===== src/rtl/data_mem_arbiter.sv =====
`default_nettype none
//============================================================================
// Module      : data_mem_arbiter
// Description : Two-port round-robin arbiter and access sequencer in front of
//               the 128-byte big-endian 3-byte-word data memory. Port 0 is
//               the CPU load/store path, port 1 a secondary master. Each
//               access runs IDLE -> ACCESS -> RESP. Optional address bounds
//               checking is enabled by defining MEM_BOUNDS_CHECK_EN.
// Revision    : 1.0 - initial release
//============================================================================
module data_mem_arbiter #(
    parameter int ADDR_WIDTH = 24,
    parameter int DATA_WIDTH = 24,
    parameter int MEM_BYTES  = 128
) (
    input  logic                  Clock,
    input  logic                  Reset_n,
    // requester port 0 (CPU)
    input  logic                  Req0Valid,
    output logic                  Req0Ready,
    input  logic                  Req0Write,
    input  logic [ADDR_WIDTH-1:0] Req0Addr,
    input  logic [DATA_WIDTH-1:0] Req0WData,
    output logic                  Req0Done,
    output logic [DATA_WIDTH-1:0] Req0RData,
    output logic                  Req0Err,
    // requester port 1 (secondary master)
    input  logic                  Req1Valid,
    output logic                  Req1Ready,
    input  logic                  Req1Write,
    input  logic [ADDR_WIDTH-1:0] Req1Addr,
    input  logic [DATA_WIDTH-1:0] Req1WData,
    output logic                  Req1Done,
    output logic [DATA_WIDTH-1:0] Req1RData,
    output logic                  Req1Err,
    // memory side
    output logic [ADDR_WIDTH-1:0] MemAddress,
    output logic [DATA_WIDTH-1:0] MemWriteData,
    output logic                  MemWrite,
    output logic                  MemRead,
    input  logic [DATA_WIDTH-1:0] MemReadData
);

    // Highest byte address at which a full 3-byte word still fits.
    localparam logic [ADDR_WIDTH-1:0] c_LAST_ADDR = ADDR_WIDTH'(MEM_BYTES - 3);

    typedef enum logic [1:0] {
        S_IDLE   = 2'd0,
        S_ACCESS = 2'd1,
        S_RESP   = 2'd2
    } state_t;

    state_t                r_state;
    state_t                w_next_state;

    logic                  r_last_grant;
    logic                  r_port;
    logic                  r_write;
    logic [ADDR_WIDTH-1:0] r_addr;
    logic [DATA_WIDTH-1:0] r_wdata;
    logic [DATA_WIDTH-1:0] r_rdata0;
    logic [DATA_WIDTH-1:0] r_rdata1;

    logic                  w_accept;
    logic                  w_grant_port;
    logic                  w_oob_cmp;
    logic                  w_oob;
    logic [DATA_WIDTH-1:0] w_resp_word;

    // Full-width compare so large addresses never alias back into range.
    assign w_oob_cmp = (r_addr > c_LAST_ADDR);

`ifdef MEM_BOUNDS_CHECK_EN
    assign w_oob = w_oob_cmp;
`else
    logic w_unused_oob;
    assign w_oob        = 1'b0;
    assign w_unused_oob = w_oob_cmp;
`endif

    // Word returned to the requester: loads only, and only when in range.
    assign w_resp_word = (r_write || w_oob) ? '0 : MemReadData;

    // Memory bus always presents the latched transaction; strobes qualify it.
    assign MemAddress   = r_addr;
    assign MemWriteData = r_wdata;
    assign Req0RData    = r_rdata0;
    assign Req1RData    = r_rdata1;

    // State register; reset forces IDLE so an in-flight strobe drops at once.
    always_ff @(posedge Clock or negedge Reset_n) begin
        if (!Reset_n) begin
            r_state <= S_IDLE;
        end else begin
            r_state <= w_next_state;
        end
    end

    // Next-state, arbitration and strobe/handshake decode.
    always_comb begin
        w_next_state = r_state;
        w_accept     = 1'b0;
        w_grant_port = 1'b0;
        Req0Ready    = 1'b0;
        Req1Ready    = 1'b0;
        Req0Done     = 1'b0;
        Req1Done     = 1'b0;
        Req0Err      = 1'b0;
        Req1Err      = 1'b0;
        MemWrite     = 1'b0;
        MemRead      = 1'b0;
        case (r_state)
            S_IDLE: begin
                // Under contention the port that did not win last time goes.
                if (Req0Valid && Req1Valid) begin
                    w_grant_port = ~r_last_grant;
                end else begin
                    w_grant_port = Req1Valid;
                end
                // Handshake is held off while reset is asserted.
                if ((Req0Valid || Req1Valid) && Reset_n) begin
                    w_accept     = 1'b1;
                    Req0Ready    = ~w_grant_port;
                    Req1Ready    = w_grant_port;
                    w_next_state = S_ACCESS;
                end
            end
            S_ACCESS: begin
                MemWrite     = r_write && !w_oob;
                MemRead      = !r_write && !w_oob;
                w_next_state = S_RESP;
            end
            S_RESP: begin
                Req0Done     = ~r_port;
                Req1Done     = r_port;
                Req0Err      = ~r_port && w_oob;
                Req1Err      = r_port && w_oob;
                w_next_state = S_IDLE;
            end
            default: begin
                w_next_state = S_IDLE;
            end
        endcase
    end

    // Latch the winning request and remember who won for round-robin.
    always_ff @(posedge Clock or negedge Reset_n) begin
        if (!Reset_n) begin
            r_last_grant <= 1'b1;
            r_port       <= 1'b0;
            r_write      <= 1'b0;
            r_addr       <= '0;
            r_wdata      <= '0;
        end else if (w_accept) begin
            r_last_grant <= w_grant_port;
            r_port       <= w_grant_port;
            r_write      <= w_grant_port ? Req1Write : Req0Write;
            r_addr       <= w_grant_port ? Req1Addr  : Req0Addr;
            r_wdata      <= w_grant_port ? Req1WData : Req0WData;
        end
    end

    // Capture the response word for the granted port at the end of ACCESS;
    // the other port's read data is left untouched.
    always_ff @(posedge Clock or negedge Reset_n) begin
        if (!Reset_n) begin
            r_rdata0 <= '0;
            r_rdata1 <= '0;
        end else if (r_state == S_ACCESS) begin
            if (r_port) begin
                r_rdata1 <= w_resp_word;
            end else begin
                r_rdata0 <= w_resp_word;
            end
        end
    end

endmodule
`default_nettype wire


===== config.mk =====
export PLATFORM = sky130hd
export DESIGN_NAME = data_mem_arbiter
export DESIGN_NICKNAME = d
export VERILOG_FILES = /design/src/rtl/data_mem_arbiter.sv
export SDC_FILE = /design/constraint.sdc
export NUM_CORES = 1
export LEC_CHECK = 0
export ABC_CLOCK_PERIOD_IN_PS = 3200
export CORE_ASPECT_RATIO = 1.25
export CORE_MARGIN = 2
export CORE_UTILIZATION = 43
export DETAILED_ROUTE_END_ITERATION = 12
export PLACE_DENSITY = 0.86
export SYNTH_ARGS = -nofsm -noshare
export SYNTH_HDL_FRONTEND = slang
export SYNTH_SLANG_ARGS = --single-unit

===== constraint.sdc =====
create_clock -name Clock -period 3.2 [get_ports Clock]
set_input_delay 0.64 -clock Clock [delete_from_list [all_inputs] [get_ports Clock]]
set_output_delay 0.64 -clock Clock [all_outputs]
set_load 0.02 [all_outputs]

==> results <==
-- registers in the layout, summed over array words and instances (netlist names) --
name          flops
MemAddress       24
MemWriteData     24
Req0RData        24
Req1RData        24
r_state           2
r_last_grant      1
r_port            1
r_write           1
-- power by group through the flow --
| stage | registers (W) | logic, W | clock network [W] |
|---|---|---|---|
| finish | 0.00200 | 0.00242 | 0.00116 |
| global route | 0.00205 | 0.00260 | 0.00124 |
| CTS | 0.00200 | 0.00244 | 0.00118 |
| detailed placement | 0.00201 | 0.00243 | 0 |
| global placement | 0.00199 | 0.00237 | 0 |
| floorplan | 0.00253 | 0.000590 | 0 |
-- routing by layer --
layer  global-route usage, %  wire length, um  vias to the layer above  share of wire [%]
met5                       0                0                        -                  0
li1                        -                -                     2083                  -
met4                    9.38              318                        0                2.2
met3                    6.69             1220                       26                8.5
met1                    28.7             5450                     2104                 38
met2                    45.4             7370                      207                 51
-- cell usage in the layout (no fill, tap or decap), drive strengths merged, types with 10 or more instances in the layout --
master and count:
dfrtp 100, nand2 48, nand2b 24, clkdlybuf4s50 226, clkbuf 10, o21ai 101
a21oi 49, o31ai 49, nor2 53, buf 11
-- worst min-delay path by stage --
stage,startpoint,to,slack (ps),cells past startpoint
detailed placement,Req0RData[0]$_DFFE_PN0P_,Req0RData[0]$_DFFE_PN0P_,470,2
global placement,Req1RData[4]$_DFFE_PN0P_,Req1RData[4]$_DFFE_PN0P_,460,2
floorplan,Reset_n,MemAddress[0]$_DFFE_PN0P_,340,0
global route,Reset_n,MemAddress[15]$_DFFE_PN0P_,440,2
CTS,Reset_n,MemAddress[18]$_DFFE_PN0P_,410,2
finish,Reset_n,Req0RData[20]$_DFFE_PN0P_,400,2
-- cell type report --
| type | count | share of cell area (%) |
|---|---|---|
| Clock inverter | 5 | 1.16 |
| Sequential cell | 101 | 35.5 |
| Tap cell | 129 | 2.27 |
| Timing Repair Buffer | 237 | 32.9 |
| Multi-Input combinational cell | 337 | 24.8 |
| Clock buffer | 10 | 3.35 |
| Inverter | 1 | 0.0527 |
-- critical path, stage by stage --
cell	delay, ps
clkdlybuf4s50_1	620
nor2_4	50
or2_2	340
nor2_1	120
clkdlybuf4s50_1	650
-- stage by stage --
stage / total power, W / worst slack, ps / util (%) / instance area [um^2]
finish: 0.00558 / 142 / 70.2 / 7130
global route: 0.00589 / 72.7 / 70.2 / 7130
CTS: 0.00561 / 144 / 70.2 / 7130
detailed placement: 0.00444 / 144 / 67.0 / 6800
global placement: 0.00435 / 164 / 67.0 / 6800
floorplan: 0.00312 / 681 / - / 4500
-- cell families after synthesis --
logic type | after synthesis | share of synthesized area (%)
compound gates | 201 | 25.3
simple gates | 134 | 13.2
flops | 101 | 56.2
buf+inv | 48 | 5.23
other cells | 1 | 0.0833
==> flow_metrics.tcl <==
set metrics [dict create \
    antenna_found_initial 0 \
    floorplan.initialDensity_pct 44.3 \
    timing_hold_violations_final 0 \
    p_switching_w 0.00200 \
    clockRootBuffer "clkbuf_16" \
    postSynthAreaPerCell_um2 9.28 \
    ir_worst_vdd_mv 0.369 \
    internal_power_w 0.00358 \
    worstSetupEndpoint "Req0Ready" \
    route.detailed.vias_per_inst 5.39 \
    timing.reg2reg.worst_path_depth 3 \
    fin_setup_tns_ps 0 \
    synth_flop_cell "dfrtp_1" \
    grt_pass1_vias 4459 \
    syn2layout_area_growth_pct 58.4 \
    max-clock-path-buffers 2 \
    port_buffers 227 \
    max_slew.worst_pin.slew_ps 1190 \
    detail_route.first_pass.iterations 4 \
    dp.final_hpwl_um 10100 \
    layout_worst_path_cycle_share_pct 95.6 \
    min_path_type "in2async" \
    cts-buffers-inserted 9 \
    die-area_um2 11300 \
    ys_warn_count 0 \
    post_cts_hold_buffer_count 0 \
    comb_power_share_pct 43.4 \
    powerDensity_nw_per_um2 783 \
    synth.ff_latch_count 101 \
    slew_viol_final 0 \
    worst-r2r-setup-slack_ps 1200 \
    max_cap_violations 0 \
    postCtsSetupBuffers 0 \
    area_occupied_by_multi_input_gates_um2 1770 \
    cp-startpoint "Req0Valid" \
    pwr-share-clk_pct 20.7 \
    synthesis.instances 485 \
    setup_viol 0 \
    synth_enable_flop_cells 0 \
    routabilityCongestion 0.781 \
    rows 41 \
    globalRouteOverflowTotal 0 \
    post_synth_instance_area_um2 4500 \
    maximum_number_of_pins_on_one_net_before_global_route_repair 58 \
    rsz0062_at_grt "no" \
    core_region_area_um2 10200 \
    status "finished clean" \
    synth-seq-area-share_pct 56.2 \
    fillerInstances 724 \
    clkSlewWorstSetupHoldPaths_ps 70 \
    finalHoldWorstSlack_ps 399 \
    layout.area.seq_um2 2530 \
    p_leak_nw 2.97 \
    criticalPathCategory "in2out" \
    cp_max_fo 4 \
    remaining_drc_errors 0 \
    via_count 4420 \
    ant_nets 0 \
    post_placement_cell_count 805 \
    netlist-cell-type-count 24 \
    max_freq_ghz 0.327 \
    min_period_ps 3060 \
    synthArstFlopShare_pct 100 \
    grt.total_usage_pct 25.5 \
    cts_tree "built" \
    clock_tree.htree_level_count 3 \
    number_of_ports_placed_on_the_die_boundary 230 \
    drtIter0Drc 270 \
    count_of_placed_standard_cells_in_the_final_layout_fillers_left_out 820 \
    skew_final_ps 8.10 \
    worstSkewPairLatency_ps 330 \
    setup.worst_path.end_class "output pin" \
    layout-drive-gt1-share_pct 4.78 \
    die_height_um 118 \
    count_of_clock_tree_sinks 101 \
    die_width_um 95.5 \
    r2r_endpoint "MemAddress[20]$_DFFE_PN0P_" \
    synth_most_common_cell "o21ai_0" \
    total_detailed_routing_wirelength_um 14400 \
    cp.required_ps 2560 \
    post_cts_resized 0 \
    worst_slew_margin_rel_pct 20.6 \
    wl_per_cell_um 17.5 \
    start_kind "input port" \
    crit_path_dat_ps 2420 \
    synth.cells.most_frequent "o21ai_0 (101), dfrtp_1 (100), nor2_1 (53), a21oi_1 (49), o31ai_1 (49)" \
    antennaDiodeCount 0 \
    layout.nets 813 \
    power.share.switching_pct 35.8 \
    netlist.top_cell.by_area "dfrtp_1" \
    synth_largest_type_area_fraction_pct 55.6 \
    share_seq_of_total_power_pct 35.8 \
    netlist_top_cells_area "dfrtp_1 (56%), o21ai_0 (11%), o31ai_1 (8.2%), a21oi_1 (5.5%), nor2_1 (4.4%)" \
    wire_length_of_the_first_global_routing_pass_um 22600 \
    worstReg2RegStart "r_state[1]$_DFFE_PN0P_" \
]
No activity file was read; power rests on OpenSTA's default activity.
